[config.mk]
export PLATFORM = sky130hd
export DESIGN_NAME = cb_desegment
export DESIGN_NICKNAME = d
export VERILOG_FILES = /design/src/rtl/cb_desegment.sv
export SDC_FILE = /design/constraint.sdc
export NUM_CORES = 1
export LEC_CHECK = 0
export CAP_MARGIN = 40
export CORE_ASPECT_RATIO = 1.2
export CORE_UTILIZATION = 50
export DETAILED_ROUTE_END_ITERATION = 16
export PLACE_DENSITY = 0.78
export SLEW_MARGIN = 15
export SYNTH_ARGS = -nofsm -noshare
export SYNTH_HDL_FRONTEND = slang
export SYNTH_SLANG_ARGS = --single-unit
[constraint.sdc]
create_clock -name clk -period 4 [get_ports clk]
set_input_delay 0.6 -clock clk [delete_from_list [all_inputs] [get_ports clk]]
set_output_delay 0.6 -clock clk [all_outputs]
set_load 0.01 [all_outputs]
[src/rtl/cb_desegment.sv]
// Receive-side code block desegmentation.
// Takes the serial code-block stream (bit plus start/last/filling/crc tags), drops filler
// bits, strips and checks the per-block CRC24B, forwards payload bits serially, and reports
// per-block status plus saturating statistics.
// Ports:
//   clk, reset                 clock, asynchronous active-high reset
//   cb_valid/cb_data/cb_start/cb_last/cb_filling/cb_crc/cb_size   input bit stream and tags
//   stat_clr                   synchronous clear of the statistics counters
//   tb_data/tb_valid           reassembled transport block bit, one cycle after the data bit
//   cb_done                    one-cycle pulse, block status valid and held until next cb_done
//   cb_crc_ok/cb_has_crc/cb_len_err   block status
//   proto_err                  one-cycle pulse on tag-order violation
//   cb_count/crc_err_count     saturating statistics
module cb_desegment #(
  parameter int unsigned K_PLUS  = 6144,
  parameter int unsigned K_MINUS = 6080,
  parameter int unsigned LEN_W   = 13,
  parameter int unsigned CNT_W   = 16
) (
  input  logic             clk,
  input  logic             reset,
  input  logic             cb_valid,
  input  logic             cb_data,
  input  logic             cb_start,
  input  logic             cb_last,
  input  logic             cb_filling,
  input  logic             cb_crc,
  input  logic             cb_size,
  input  logic             stat_clr,
  output logic             tb_data,
  output logic             tb_valid,
  output logic             cb_done,
  output logic             cb_crc_ok,
  output logic             cb_has_crc,
  output logic             cb_len_err,
  output logic             proto_err,
  output logic [CNT_W-1:0] cb_count,
  output logic [CNT_W-1:0] crc_err_count
);

  localparam logic [23:0]  CRC_POLY = 24'h800063;
  localparam int unsigned  NCRC_W   = 5;
  localparam logic [NCRC_W-1:0] NCRC_FULL = NCRC_W'(24);

  typedef enum logic [1:0] {IDLE, FILL, DATA, PARITY} state_e;

  state_e            state_q, state_d;
  logic [23:0]       crc_q, crc_d;
  logic [LEN_W-1:0]  len_q, len_d;
  logic [NCRC_W-1:0] ncrc_q, ncrc_d;
  logic              size_q, size_d;
  logic              tb_data_q, tb_data_d, tb_valid_q, tb_valid_d;
  logic              done_q, done_d, proto_q, proto_d;
  logic              ok_q, ok_d, has_q, has_d, len_err_q, len_err_d;
  logic [CNT_W-1:0]  cnt_q, cnt_d, crc_err_q, crc_err_d;

  logic              in_blk, is_fill, is_crc, is_data, fb;
  logic [23:0]       crc_base;
  logic [LEN_W-1:0]  len_base, k_sel;
  logic [NCRC_W-1:0] ncrc_base;
  state_e            tag_state;

  // Next-state, datapath and status computation.
  always_comb begin
    state_d    = state_q;
    crc_d      = crc_q;
    len_d      = len_q;
    ncrc_d     = ncrc_q;
    size_d     = size_q;
    tb_data_d  = tb_data_q;
    tb_valid_d = 1'b0;
    done_d     = 1'b0;
    proto_d    = 1'b0;
    ok_d       = ok_q;
    has_d      = has_q;
    len_err_d  = len_err_q;
    cnt_d      = cnt_q;
    crc_err_d  = crc_err_q;
    in_blk     = 1'b0;
    fb         = 1'b0;
    crc_base   = crc_q;
    len_base   = len_q;
    ncrc_base  = ncrc_q;
    // Filling wins when both filling and crc are tagged.
    is_fill    = cb_filling;
    is_crc     = cb_crc & ~cb_filling;
    is_data    = ~cb_filling & ~cb_crc;
    tag_state  = is_fill ? FILL : (is_data ? DATA : PARITY);

    if (cb_valid) begin
      if (cb_filling && cb_crc) proto_d = 1'b1;
      if (cb_start) begin
        // A start inside a block abandons the old one without cb_done.
        if (state_q != IDLE) proto_d = 1'b1;
        state_d   = tag_state;
        crc_base  = '0;
        len_base  = '0;
        ncrc_base = '0;
        size_d    = cb_size;
        in_blk    = 1'b1;
      end else if (state_q == IDLE) begin
        proto_d = 1'b1;
      end else begin
        in_blk = 1'b1;
        case (state_q)
          FILL:    state_d = tag_state;
          DATA:    if (is_fill) proto_d = 1'b1; else state_d = tag_state;
          PARITY:  if (!is_crc) proto_d = 1'b1;
          default: ;
        endcase
      end

      if (in_blk) begin
        fb     = crc_base[23] ^ cb_data;
        crc_d  = {crc_base[22:0], 1'b0} ^ (fb ? CRC_POLY : 24'h0);
        len_d  = (&len_base) ? len_base : len_base + LEN_W'(1);
        ncrc_d = (is_crc && !(&ncrc_base)) ? ncrc_base + NCRC_W'(1) : ncrc_base;
        if (is_data) begin
          tb_valid_d = 1'b1;
          tb_data_d  = cb_data;
        end
        if (cb_last) begin
          state_d   = IDLE;
          done_d    = 1'b1;
          ok_d      = (crc_d == 24'h0);
          has_d     = (ncrc_d == NCRC_FULL);
          len_err_d = (len_d != k_sel) || ((ncrc_d != '0) && (ncrc_d != NCRC_FULL));
        end
      end
    end

    // Statistics: clear beats a simultaneous increment.
    if (stat_clr) begin
      cnt_d     = '0;
      crc_err_d = '0;
    end else if (done_d) begin
      if (!(&cnt_q)) cnt_d = cnt_q + CNT_W'(1);
      if (has_d && !ok_d && !(&crc_err_q)) crc_err_d = crc_err_q + CNT_W'(1);
    end
  end

  assign k_sel = size_d ? LEN_W'(K_PLUS) : LEN_W'(K_MINUS);

  // State and output registers.
  always_ff @(posedge clk or posedge reset) begin
    if (reset) begin
      state_q    <= IDLE;
      crc_q      <= '0;
      len_q      <= '0;
      ncrc_q     <= '0;
      size_q     <= 1'b0;
      tb_data_q  <= 1'b0;
      tb_valid_q <= 1'b0;
      done_q     <= 1'b0;
      proto_q    <= 1'b0;
      ok_q       <= 1'b0;
      has_q      <= 1'b0;
      len_err_q  <= 1'b0;
      cnt_q      <= '0;
      crc_err_q  <= '0;
    end else begin
      state_q    <= state_d;
      crc_q      <= crc_d;
      len_q      <= len_d;
      ncrc_q     <= ncrc_d;
      size_q     <= size_d;
      tb_data_q  <= tb_data_d;
      tb_valid_q <= tb_valid_d;
      done_q     <= done_d;
      proto_q    <= proto_d;
      ok_q       <= ok_d;
      has_q      <= has_d;
      len_err_q  <= len_err_d;
      cnt_q      <= cnt_d;
      crc_err_q  <= crc_err_d;
    end
  end

  assign tb_data       = tb_data_q;
  assign tb_valid      = tb_valid_q;
  assign cb_done       = done_q;
  assign proto_err     = proto_q;
  assign cb_crc_ok     = ok_q;
  assign cb_has_crc    = has_q;
  assign cb_len_err    = len_err_q;
  assign cb_count      = cnt_q;
  assign crc_err_count = crc_err_q;

endmodule
==> qor.txt <==
outcome: finished, final reports clean
Register-to-Register Setup Slack: 0.74 ns
Final #Nets: 590
final instance area: 5450 um^2
Vias: 3,920
Largest stage delay, worst path: 0.57 ns
static leakage: 2.24 nW
Critical path buffers and inverters: 2
VDD IR max: 0.192 mV
final hold vios: 0
max_cap viols: 0
FILL cells: 805
crit path from: cb_start
initial antenna violation count: 0
CP top delay family: simple AND/OR/NAND/NOR gates
cell area power density: 338 nW/um^2
H-tree depth: 3
FF+latch count, synth: 84
Setup TNS: 0 ns
DP Worst Slack: 0.116 ns
Setup crit end kind: register
fin. max-slew vios: 0
number of enable flip-flop cells after synthesis: 0
worst setup path endpoint: crc_err_count[10]$_DFFE_PP0P_
worst r2r dst: crc_err_count[10]$_DFFE_PP0P_
area of the multi-input gates: 2350 um^2
unrepaired setup endpoints after global routing: no
kind of critical path: input pin to register
DRT iter0 DRCs: 200
Worst EP arrival: 3.81 ns
setup ws final: 0.462 ns
Chip Height: 108 um
ant diodes: 0
largest net degree at the start of global routing: 59
fmax: 283 MHz
clk buf depth: 2
drt total wl: 10,300 um
gpl congestion: 0.895
# DRC: 0
gr ovfl total: 0
GRT Util Overall: 22.7%
post-layout util: 60.3%
Worst path depth: 12
Via density: 5.64
CORE AREA: 9030 um^2
share of the synthesized area in the top cell type: 45.2%
die width: 90.1 um
worst reg2reg path depth: 11
cell chosen for the clock root: clkbuf_8
startpoint types: input pin
Clock Pin Slew Worst Setup and Hold Paths: 0.08 ns
postcts setup bufs: 0
vias in the first global route: 3,791
worst path required time: 4.27 ns
Die Footprint: 9700 um^2
Post-DRT Antenna Nets: 0
routed wire length per instance: 14.8 um
post-synthesis async set-or-reset flop share: 100%
skew final: 0.00830 ns
Post-Synthesis Cell Area: 4650 um^2
Register Area: 2100 um^2
Initial Utilization: 51.5%
TritonCTS clock tree: built
CP max FO: 18
std cell rows: 38
Slowest-stage cell, CP: clkdlybuf4s50_1
CP Cell Sequence: clkdlybuf4s50_1, buf_4, nor2b_1, and3_1, ha_1, and4bb_2, xnor2_1, nor4_1, a32o_1, nand4_4, or4_1, a21oi_1
Avg Synthesized Cell Area: 8.83 um^2
Clock Sinks: 84
worst reg2reg startpoint: ncrc_q[0]$_DFFE_PP0P_
post-layout power: 1.84 mW
post-synthesis sequential area ratio: 45.2%
Yosys warning count: 0
io pins: 49
Relative slew margins: 42.4%
top cells by area, synth: dfrtp_1 45%, nand2_1 6.1%, o21ai_0 5.2%
final period utilization: 88.4%
post-synth net total: 547
final setup violation count: 0
Slew @ Worst Pin: 0.861 ns
HP Class: input pin to async pin
post-synthesis cell type count: 52
Final min period: 3.54 ns
worst-skew pair later-pin latency: 0.36 ns
drt pass-1 iters: 5
number of hold buffers added after CTS: 0
area leader, netlist: dfrtp_1
Post-synth top flop: dfrtp_1
fraction of layout instances using a drive strength above 1: 6.96%
number of gates resized after cts: 0
Area growth syn-to-layout: 17.0%
Mapped Cells: 527
global-route wire length before repair: 17,600 um
CTS buffer count: 9
Port Buffers: 48
area post-placement: 5270 um^2
DP Wirelength: 7100 um
## placed cells by master (no fill, tap or decap), types with 3 or more instances in the layout
| cell | synthesis | final |
|---|---|---|
| xnor2_1 | 17 | 17 |
| mux2i_1 | 10 | 10 |
| o31ai_1 | 6 | 6 |
| buf_4 | 0 | 10 |
| nand2b_1 | 6 | 6 |
| nor2b_1 | 14 | 14 |
| or4_1 | 6 | 6 |
| ha_1 | 10 | 10 |
| mux2_2 | 3 | 3 |
| inv_1 | 17 | 16 |
| clkdlybuf4s50_1 | 0 | 48 |
| clkbuf_8 | 0 | 9 |
| or3_1 | 7 | 7 |
| and3_1 | 10 | 10 |
| a32o_1 | 3 | 3 |
| nor4_1 | 9 | 9 |
| nand3_1 | 24 | 24 |
| nand4_1 | 14 | 14 |
| dfrtp_1 | 84 | 84 |
| nand2_1 | 76 | 76 |
| nor2_1 | 50 | 50 |
| clkinv_2 | 0 | 5 |
| o22ai_1 | 4 | 4 |
| a21oi_1 | 30 | 30 |
| xor2_1 | 10 | 10 |
| nor3_1 | 7 | 7 |
| o21ai_0 | 48 | 48 |
## synth_stat cells, drive strengths merged, types with 2 or more instances
library cell	number
xor2	11
a21oi	30
or4b	2
or3	7
o21ai	48
nand3	24
o31ai	6
inv	18
and3	10
nor2b	14
mux2	3
o2111ai	2
nand4	15
xnor2	18
a31oi	2
nor4	9
dfrtp	84
nor4b	2
a2111oi	2
nor2	50
o211ai	2
or4	6
nor3b	3
o22ai	4
nand2	76
clkbuf	19
and4	3
mux2i	10
ha	10
buf	10
nor3	7
a32o	3
and2	2
nand2b	6
a22o	2
## final cells by class
| type | instances | share of cell area [%] |
|---|---|---|
| Clock buffer | 11 | 2.41 |
| Clock inverter | 5 | 0.528 |
| Inverter | 18 | 1.26 |
| Multi-Input combinational cell | 396 | 43.2 |
| Sequential cell | 84 | 38.6 |
| Tap cell | 120 | 2.76 |
| Timing Repair Buffer | 61 | 11.2 |
## kinds of logic after synthesis
| logic type | synth area share (%) |
|---|---|
| and+or+nand+nor | 26.1 |
| AOI/OAI and AO/OA | 13.1 |
| muxes | 2.88 |
| adders and majority gates | 2.69 |
| DFF | 45.2 |
| xor gates and xnor gates | 5.78 |
| buffers and inverters | 4.25 |
## flip-flops by register name (all words and copies together), names as in the netlist
signal,flops
crc_q,24
cb_count,16
crc_err_count,16
len_q,13
ncrc_q,5
state_q,2
cb_crc_ok,1
cb_done,1
cb_has_crc,1
cb_len_err,1
proto_err,1
size_q,1
tb_data,1
tb_valid,1
## how the worst min path moves through the flow
| stage | slack (ns) | end | from |
|---|---|---|---|
| finish | 0.49 | cb_count[5]$_DFFE_PP0P_ | reset |
| global route | 0.52 | crc_err_count[5]$_DFFE_PP0P_ | reset |
| CTS | 0.50 | cb_crc_ok$_DFF_PP0_ | cb_crc_ok$_DFF_PP0_ |
| detailed placement | 0.47 | cb_crc_ok$_DFF_PP0_ | cb_crc_ok$_DFF_PP0_ |
| global placement | 0.46 | ncrc_q[4]$_DFFE_PP0P_ | ncrc_q[4]$_DFFE_PP0P_ |
| floorplan | 0.44 | ncrc_q[4]$_DFFE_PP0P_ | ncrc_q[4]$_DFFE_PP0P_ |
## through the flow
step	hold WS [ns]	instances
after floorplan	0.442	527
after global placement	0.460	677
after global routing	0.523	695
after CTS	0.498	694
after detailed placement	0.473	678
final	0.490	695
## layer usage
layer | global-route usage [%] | up-vias | part of all wire (%)
met2 | 37.7 | 94 | 49
li1 | - | 1928 | -
met5 | 0 | - | 0
met1 | 28.3 | 1886 | 44
met3 | 5.37 | 12 | 5.8
met4 | 9.79 | 0 | 1.3
## report_power, final
group          internal (mW)  switching [mW]  leakage (nW)  total (mW)
logic                  0.142           0.188          1.01       0.330
clock network          0.223           0.306        0.0868       0.529
registers              0.912          0.0673          1.14       0.979
Note: power is estimated with default switching activity, not from simulation.
==> RTL change (config.mk and constraints unchanged) <==
The 4 states of `state_e` get a Gray code encoding in 2 bits.
--- a/src/rtl/cb_desegment.sv
+++ b/src/rtl/cb_desegment.sv
@@ -42,7 +42,7 @@
   localparam int unsigned  NCRC_W   = 5;
   localparam logic [NCRC_W-1:0] NCRC_FULL = NCRC_W'(24);
 
-  typedef enum logic [1:0] {IDLE, FILL, DATA, PARITY} state_e;
+  typedef enum logic [1:0] {IDLE = 2'b00, FILL = 2'b01, DATA = 2'b11, PARITY = 2'b10} state_e;
 
   state_e            state_q, state_d;
   logic [23:0]       crc_q, crc_d;
Formal check against the unedited RTL: same outputs for any inputs over 4 cycles, from zero or initial values and one cycle with reset high; so few cycles prove little.
==> RTL change against the original RTL <==
Synthesized area shrank 2.8%. Setup slack lost 0.18 ns. Wire length shrank 1.9%. Global-route usage shrank 0.080 points. Sequential cell count is the same. Power shrank 2.3%. Design area shrank 2.3%. Critical path depth is the same. Largest cell class unchanged.
==> RTL change: results <==
status:
  status: "complete, no violations"
synthesis:
  synth.area.top_cells: "dfrtp_1 (46%), nand2_1 (7.2%), o21ai_0 (5.6%)"
  seq_area_frac_synth_pct: 46.4
  async_flop_share_pct: 100
  yosys-top-cells-count: "nand2_1 (87), dfrtp_1 (84), o21ai_0 (51)"
  synth_nets: 526
  syn-instance-count: 510
  synth_ff_type: "dfrtp_1"
  synthDistinctLibCells: 55
  yosysWarnings: 0
critical_path:
  cpPeakStageDelay_ns: 0.54
  crit_slowest_cell: "clkdlybuf4s50_1"
  critPathTopFamily: "simple AND/OR/NAND/NOR gates"
  ff2ff_path_depth: 11
  critPathMaxFanout: 11
  arrival_ns: 3.97
clock_tree:
  cts_resized: 0
  worstSkewPairLatency_ns: 0.34
  clk_pin_slew_ns: 0.07
  cts_buffer_depth: 2
  h-tree-depth: 3
  numCtsBuffers: 9
  cts_setup_buffers: 0
  cts_root_buf: "clkbuf_8"
layout:
  drive_above_1_share_pct: 7.47
  top_register: "crc_q"
  largest_reg_flops: 24
  fin_cells: 679
  fin_nets: 573
  antenna_cells: 0
  nFillCells: 750
place:
  gp_congestion: 0.860
  pre_cts_slack_ns: -0.0146
  place_inst: 663
  dp.final_hpwl_mm: 6.99
  io_buffers: 48
power_and_ir_drop:
  p_leak_nw: 2.15
  vdd.ir_drop.worst_uv: 218
  p_sw_uw: 517
drt:
  dr.pass1.iters: 4
  drt_iter0_drc: 207
  wirelength_mm: 10.1
  vias: 3882
global_routing:
  grt_max_degree: 48
  gr-usage-all-layers_pct: 22.6
  antenna_found_initial: 0
  first_global_vias: 3696
  grt_pass1_wl_mm: 16.7
hold_path:
  min_path_cells: 2
  hold_path_class: "reg2reg"
sta:
  clock_skew_ns: 0.00809
  tightest_slew_ns: 0.674
==> RTL change: cell type report <==
| type | instances | share of cell area [%] |
|---|---|---|
| Clock buffer | 14 | 2.87 |
| Tap cell | 117 | 2.75 |
| Clock inverter | 2 | 0.188 |
| Sequential cell | 84 | 39.5 |
| Timing Repair Buffer | 63 | 11.3 |
| Multi-Input combinational cell | 385 | 42.4 |
| Inverter | 14 | 1.01 |
==> RTL change: metrics by stage <==
| step | instance area (sq um) | util [%] |
|---|---|---|
| CTS | 5320 | 61.5 |
| global route | 5320 | 61.5 |
| floorplan | 4530 | - |
| global placement | 5150 | 59.4 |
| finish | 5320 | 61.5 |
| detailed placement | 5160 | 59.6 |
==> RTL change: worst paths after layout <==
| kind | from | to | slack, ns |
|---|---|---|---|
| worst max-delay path | cb_start | crc_err_count[9] | 0.28 |
| worst min-delay path | cb_crc_ok | cb_crc_ok | 0.50 |
| worst max register to register | ncrc_q[0] | crc_err_count[9] | 0.56 |
| worst min register to register | cb_crc_ok | cb_crc_ok | 0.50 |
| max in group asynchronous | reset | cb_crc_ok | 2.56 |
| min in group asynchronous | reset | cb_count[2] | 0.65 |
==> RTL change: cell families after synthesis <==
logic type | after synthesis | share of synthesized area, %
AO/OA/AOI/OAI | 106 | 13.6
buffers and inverters | 41 | 3.95
flip-flops | 84 | 46.4
adder cells (fa/ha/maj) | 6 | 1.66
XOR/XNOR | 29 | 5.78
AND/OR/NAND/NOR | 229 | 25.1
multiplexers | 15 | 3.48
==> RTL change: per-layer routing <==
layer  wire length (um)  track usage [%]  up-vias
li1                   -                -     1892
met1               4560             29.1     1896
met2               4940             38.0       81
met3                495             4.66       13
met4                105             6.80        0
met5                  0                0        -
==> RTL change: power groups by stage <==
stage | Sequential (mW) | Clock [mW] | Combinational, mW
floorplan | 0.965 | 0 | 0.234
global placement | 0.996 | 0 | 0.276
detailed placement | 0.998 | 0 | 0.287
CTS | 0.981 | 0.545 | 0.289
global route | 0.995 | 0.576 | 0.326
finish | 0.983 | 0.525 | 0.287
==> RTL change: tightest hold or removal path: cells and delay by family, from the launching register on <==
kind | cells | cell delay [ns]
compound gates | 1 | 0.06
simple gates | 1 | 0.05
flops | 1 | 0.36
